[src/rtl/memacc.sv]
// Memory-access pipeline stage: forwards EX results to WB and runs one 32-bit data-bus
// transaction per load/store. Define MEMACC_ALIGN_CHECK_EN to trap misaligned accesses.
`ifndef W_OPER
`define W_OPER 4
`endif
`ifndef W_REGF
`define W_REGF 5
`endif
`ifndef W_DATA
`define W_DATA 32
`endif
`ifndef W_ADDR
`define W_ADDR 32
`endif

module memacc (
    input  logic                clk,
    input  logic                rst_n,
    input  logic                in_valid,
    output logic                in_ready,
    input  logic [`W_OPER-1:0]  in_oper,
    input  logic [`W_REGF-1:0]  in_regf,
    input  logic [`W_DATA-1:0]  in_data_a,
    input  logic [`W_DATA-1:0]  in_data_b,
    input  logic [`W_ADDR-1:0]  in_pc,
    input  logic                mem_en,
    input  logic                mem_we,
    input  logic [1:0]          mem_size,
    input  logic                mem_sext,
    input  logic                flush,
    output logic                dbus_req,
    output logic                dbus_we,
    output logic [3:0]          dbus_be,
    output logic [`W_ADDR-1:0]  dbus_addr,
    output logic [`W_DATA-1:0]  dbus_wdata,
    input  logic                dbus_ack,
    input  logic [`W_DATA-1:0]  dbus_rdata,
    output logic                out_valid,
    output logic [`W_OPER-1:0]  out_oper,
    output logic [`W_REGF-1:0]  out_regf,
    output logic [`W_ADDR-1:0]  out_pc,
    output logic [`W_DATA-1:0]  out_data_a,
    output logic [`W_DATA-1:0]  out_data_b,
    output logic                exc_adel,
    output logic                exc_ades
);

    localparam logic [0:0] IDLE = 1'b0;
    localparam logic [0:0] WAIT = 1'b1;

    logic [0:0]         state_reg;
    logic [`W_OPER-1:0] hold_oper_reg;
    logic [`W_REGF-1:0] hold_regf_reg;
    logic [`W_DATA-1:0] hold_a_reg;
    logic [`W_DATA-1:0] hold_b_reg;
    logic [`W_ADDR-1:0] hold_pc_reg;
    logic               hold_we_reg;
    logic [1:0]         hold_size_reg;
    logic               hold_sext_reg;
    logic               kill_reg;

    logic               in_wait;
    logic               accept;
    logic               misalign;
    logic               go_bus;
    logic [3:0]         be_word;
    logic [7:0]         rd_lane [4];
    logic [7:0]         load_byte;
    logic [15:0]        load_half;
    logic [`W_DATA-1:0] load_data;

    assign in_wait  = (state_reg == WAIT);
    assign in_ready = (state_reg == IDLE);
    assign accept   = in_valid && !flush;

`ifdef MEMACC_ALIGN_CHECK_EN
    assign misalign = mem_en && (((mem_size == 2'd1) && in_data_a[0]) ||
                                 (mem_size[1] && (in_data_a[1:0] != 2'b00)));
`else
    // Low address bits are simply ignored by the lane logic below.
    assign misalign = 1'b0;
`endif

    assign go_bus = accept && mem_en && !misalign;

    // Bus outputs come only from holding registers, so they stay still for the whole WAIT.
    always_comb begin
        be_word = 4'b1111;
        case (hold_size_reg)
            2'd0:    be_word = 4'b0001 << hold_a_reg[1:0];
            2'd1:    be_word = 4'b0011 << {hold_a_reg[1], 1'b0};
            default: be_word = 4'b1111;
        endcase
    end

    assign dbus_req  = in_wait;
    assign dbus_we   = in_wait && hold_we_reg;
    assign dbus_be   = in_wait ? be_word : 4'b0000;
    assign dbus_addr = in_wait ? {hold_a_reg[31:2], 2'b00} : '0;

    generate
        for (genvar gi = 0; gi < 4; gi++) begin : g_lane
            assign dbus_wdata[8*gi +: 8] = !in_wait               ? 8'h00 :
                                           (hold_size_reg == 2'd0) ? hold_b_reg[7:0] :
                                           (hold_size_reg == 2'd1) ? hold_b_reg[8*(gi%2) +: 8] :
                                                                     hold_b_reg[8*gi +: 8];
            assign rd_lane[gi] = dbus_rdata[8*gi +: 8];
        end
    endgenerate

    assign load_byte = rd_lane[hold_a_reg[1:0]];
    assign load_half = hold_a_reg[1] ? dbus_rdata[31:16] : dbus_rdata[15:0];

    always_comb begin
        load_data = dbus_rdata;
        case (hold_size_reg)
            2'd0:    load_data = {{24{hold_sext_reg && load_byte[7]}}, load_byte};
            2'd1:    load_data = {{16{hold_sext_reg && load_half[15]}}, load_half};
            default: load_data = dbus_rdata;
        endcase
    end

    always_ff @(posedge clk or negedge rst_n) begin
        if (!rst_n) begin
            state_reg     <= IDLE;
            hold_oper_reg <= '0;
            hold_regf_reg <= '0;
            hold_a_reg    <= '0;
            hold_b_reg    <= '0;
            hold_pc_reg   <= '0;
            hold_we_reg   <= 1'b0;
            hold_size_reg <= 2'd0;
            hold_sext_reg <= 1'b0;
            kill_reg      <= 1'b0;
            out_valid     <= 1'b0;
            out_oper      <= '0;
            out_regf      <= '0;
            out_pc        <= '0;
            out_data_a    <= '0;
            out_data_b    <= '0;
            exc_adel      <= 1'b0;
            exc_ades      <= 1'b0;
        end else if (state_reg == IDLE) begin
            exc_adel <= 1'b0;
            exc_ades <= 1'b0;
            if (go_bus) begin
                state_reg     <= WAIT;
                hold_oper_reg <= in_oper;
                hold_regf_reg <= in_regf;
                hold_a_reg    <= in_data_a;
                hold_b_reg    <= in_data_b;
                hold_pc_reg   <= in_pc;
                hold_we_reg   <= mem_we;
                hold_size_reg <= mem_size;
                hold_sext_reg <= mem_sext;
                kill_reg      <= 1'b0;
                out_valid     <= 1'b0;
            end else if (accept) begin
                out_valid  <= 1'b1;
                out_oper   <= in_oper;
                out_regf   <= in_regf;
                out_pc     <= in_pc;
                out_data_a <= in_data_a;
                out_data_b <= '0;
                exc_adel   <= misalign && !mem_we;
                exc_ades   <= misalign && mem_we;
            end else begin
                out_valid <= 1'b0;
            end
        end else begin
            // A flush anywhere in WAIT only poisons the result; the bus cycle still completes.
            if (dbus_ack) begin
                state_reg  <= IDLE;
                out_valid  <= !(kill_reg || flush);
                out_oper   <= hold_oper_reg;
                out_regf   <= hold_regf_reg;
                out_pc     <= hold_pc_reg;
                out_data_a <= hold_a_reg;
                out_data_b <= hold_we_reg ? '0 : load_data;
            end else begin
                out_valid <= 1'b0;
                if (flush) begin
                    kill_reg <= 1'b1;
                end
            end
        end
    end

endmodule

[config.mk]
export PLATFORM = sky130hd
export DESIGN_NAME = memacc
export DESIGN_NICKNAME = d
export VERILOG_FILES = /design/src/rtl/memacc.sv
export SDC_FILE = /design/constraint.sdc
export NUM_CORES = 1
export LEC_CHECK = 0
export ABC_AREA = 1
export BUFFER_PORTS_ARGS = -buffer_cell sky130_fd_sc_hd__buf_2
export CORE_MARGIN = 2
export CORE_UTILIZATION = 40
export DETAILED_ROUTE_END_ITERATION = 12
export MAX_ROUTING_LAYER = met4
export PLACE_DENSITY = 0.65
export SYNTH_ARGS = -nofsm -noshare
export SYNTH_HDL_FRONTEND = slang
export SYNTH_SLANG_ARGS = --single-unit
export TNS_END_PERCENT = 30
[constraint.sdc]
create_clock -name clk -period 1.7 [get_ports clk]
set_input_delay 0.34 -clock clk [delete_from_list [all_inputs] [get_ports clk]]
set_output_delay 0.34 -clock clk [all_outputs]
set_load 0.01 [all_outputs]
==> metrics.csv <==
metric,value,unit
status,"finished, violations left",
violations,setup timing,
cpLargestDelayFamily,flip-flops,
initial_core_util,40.4,%
io_buffers,321,
fp.dieW,163,um
maxCapViolCount,0,
p_leak,8.12,nW
post_route_cells_drive_above_1_share,35.3,%
grtUsageTotal,23.3,%
dp_hpwl,20800,um
finalCritPeriodShare,123,%
nNetsFinal,1811,
wl_met2,16500,um
viasPerCell,5.07,
antenna_left,0,
cts_root_buffer,clkbuf_16,
worstPathMaxFanout,7,
cts.sinks,217,
muxShareOfSynthArea,0,%
max_freq,478,MHz
crit_required,1360,ps
critPathArrivalTime,1750,ps
grt_antenna_before_repair,5,
synth_xor_area_share,0,%
yosys.cell_types.count,32,
skew,9.57,ps
die_h,163,um
grt_max_degree,93,
min_path_type,input port to flip-flop,
met1Wirelength,14100,um
ys_warn_count,0,
dp_slack,114,ps
finalHoldViolations,0,
synthAdderAreaFrac,0,%
min_period,2090,ps
ios,326,
yosysSeqAreaShare,54.0,%
path_cells,"nor2_4, buf_12, nand2_4, nand3_2, nand2_1, inv_1, buf_2",
path_class,flip-flop to primary output,
finalSetupViolations,109,
rows,58,
synth_area,0.0101,sq mm
fin_cells,2016,
fin_util,58.4,%
dr.first_iter.drc_count,789,
drc,0,
synthSimpleGateAreaFrac,29.7,%
wl,34500,um
clk_latency,520,ps
via_count,10200,
final_max_slew_viol_count,0,
avgRoutedWirePerCell,17.1,um
cts.path.max_buffers,3,
power_density,1190,mW/mm^2
cts_made_buffers,25,
irDropWorstVdd,0.727,mV
route.met3.wl,2570,um
layout_setup_ws,-391,ps
rsz0062_at_grt,yes,
cts_max_level,1,
synth_area_per_cell,7.72,sq um
grt_pass1_vias,9232,
crit_slowest_cell,dfrtp_2,
finalWeightedCongestion,0.881,
dp_cells,1916,
path_buf_inv,3,
grt_first_pass_wirelength,48000,um
grt-ovfl-total,0,
synth_cells,1302,
synth.ff_latch_count,217,
syn2layout_area_growth,44.7,%
slowest_delay,480,ps
core-area,0.0249,sq mm
top_layer_used,met4,
worst_setup_path_end_kind,primary output,
critPathLaunchType,flip-flop,
dr.pass1.iters,5,
dieArea,0.0264,sq mm
synth-compound-area-share,8.80,%
synth_top_family_by_area,simple AND/OR/NAND/NOR gates,
clk_pin_slew_worst_paths,60,ps
cts_tree,yes,
-- tightest hold or removal path: stages --
cell and delay [ps]:
buf_2 70, nand2_1 40, nand2_1 40
-- cell type report --
| class | count | area [sq um] |
|---|---|---|
| timing repair buffer | 414 | 3110 |
| fill | 2257 | 10300 |
| clock buffer | 39 | 748 |
| sequential | 217 | 5440 |
| tap | 330 | 413 |
| inverter | 91 | 404 |
| antenna | 6 | 15.0 |
| clock inverter | 4 | 47.5 |
| multi-input combinational | 915 | 4370 |
-- final timing paths --
check                                 start              to  slack, ps  cells after the start
max                        hold_size_reg[1]  dbus_wdata[28]       -390                      7
min                            in_data_b[4]   hold_b_reg[4]         20                      3
max reg2reg                        dbus_req   out_data_a[1]        -70                      9
min reg2reg                   out_data_b[5]   out_data_b[5]        460                      2
max in group asynchronous             rst_n      out_pc[15]        700                      3
min in group asynchronous             rst_n  out_data_a[30]        340                      2
-- report_power, final --
| part | internal, mW | total [mW] | switching, mW |
|---|---|---|---|
| clock | 3.14 | 5.24 | 2.09 |
| sequential | 6.30 | 7.12 | 0.821 |
| combinational | 2.17 | 5.00 | 2.83 |
| total | 11.6 | 17.4 | 5.74 |
-- cells in the final DEF (no fill, tap or decap), drive strengths merged, types with 3 or more instances in the layout --
| cell | netlist | routed |
|---|---|---|
| nand3 | 57 | 57 |
| buf | 60 | 401 |
| o22ai | 7 | 7 |
| nor2 | 60 | 60 |
| a21oi | 47 | 47 |
| inv | 91 | 88 |
| nor3 | 7 | 7 |
| conb | 1 | 4 |
| o211ai | 3 | 3 |
| diode | 0 | 6 |
| a31oi | 43 | 43 |
| dfrtp | 217 | 217 |
| clkbuf | 22 | 49 |
| dlygate4sd3 | 0 | 3 |
| clkinv | 0 | 5 |
| or2 | 7 | 7 |
| o21ai | 56 | 56 |
| nand2 | 618 | 618 |
-- synthesized netlist by cell type --
| cell type | instances | area, sq um |
|---|---|---|
| buf_1 | 8 | 30.0 |
| dfrtp_1 | 217 | 5430 |
| nand4_4 | 1 | 21.3 |
| o21ai_2 | 1 | 8.76 |
| buf_6 | 1 | 11.3 |
| o21ai_0 | 26 | 130 |
| conb_1 | 1 | 3.75 |
| nand2_2 | 1 | 6.26 |
| nand3_4 | 1 | 17.5 |
| a31oi_1 | 43 | 269 |
| nand3_2 | 5 | 50.1 |
| clkbuf_1 | 22 | 82.6 |
| o21ai_1 | 29 | 145 |
| inv_2 | 5 | 18.8 |
| or2_0 | 1 | 6.26 |
| or2_1 | 4 | 25.0 |
| buf_8 | 1 | 15.0 |
| nand3_1 | 51 | 255 |
| inv_1 | 86 | 323 |
| or2_2 | 2 | 12.5 |
| o31ai_1 | 2 | 15.0 |
| nand2_1 | 617 | 2320 |
| buf_4 | 8 | 60.1 |
| nor3_1 | 7 | 35.0 |
| nand3b_1 | 1 | 7.51 |
| nor2_2 | 2 | 12.5 |
| buf_2 | 42 | 210 |
| o22ai_1 | 7 | 43.8 |
| a21oi_1 | 47 | 235 |
| nor2_1 | 58 | 218 |
| o211ai_1 | 3 | 22.5 |
| o21a_1 | 2 | 15.0 |
-- stage by stage --
| stage | TNS, ps | hold WS [ps] | power, mW | instance area (sq um) |
|---|---|---|---|---|
| 2_1_floorplan | 0 | 44.4 | 9.28 | 10100 |
| 5_1_grt | -33350 | 9.74 | 18.3 | 14500 |
| 3_5_place_dp | 0 | 294 | 11.1 | 12200 |
| 3_3_place_gp | 0 | 293 | 11.0 | 12200 |
| 4_1_cts | -21130 | 1.67 | 16.7 | 13300 |
| 6_report | -19660 | 21.7 | 17.4 | 14500 |
-- cell families after synthesis --
| kind of cell | Yosys count |
|---|---|
| flip-flops | 217 |
| AND/OR/NAND/NOR | 751 |
| AO/OA/AOI/OAI | 160 |
| buffers and inverters | 173 |
| other | 1 |
-- per-layer routing --
layer / vias up / track usage, %
li1: 4804 / -
met2: 425 / 36.4
met4: 0 / 7.88
met1: 4897 / 30.9
met3: 99 / 4.15
met5: - / -
-- timing repair --
| item | 4_1_cts | 5_1_grt |
|---|---|---|
| hold endpoints to repair | 43 | 0 |
| resized for setup | 72 | 199 |
| pin swaps | 8 | 29 |
| setup endpoints to repair | 69 | 264 |
| cloned | 0 | 16 |
| hold buffers | 3 | 0 |
| buffers inserted | 18 | 17 |
(Power assumes the default switching activity.)
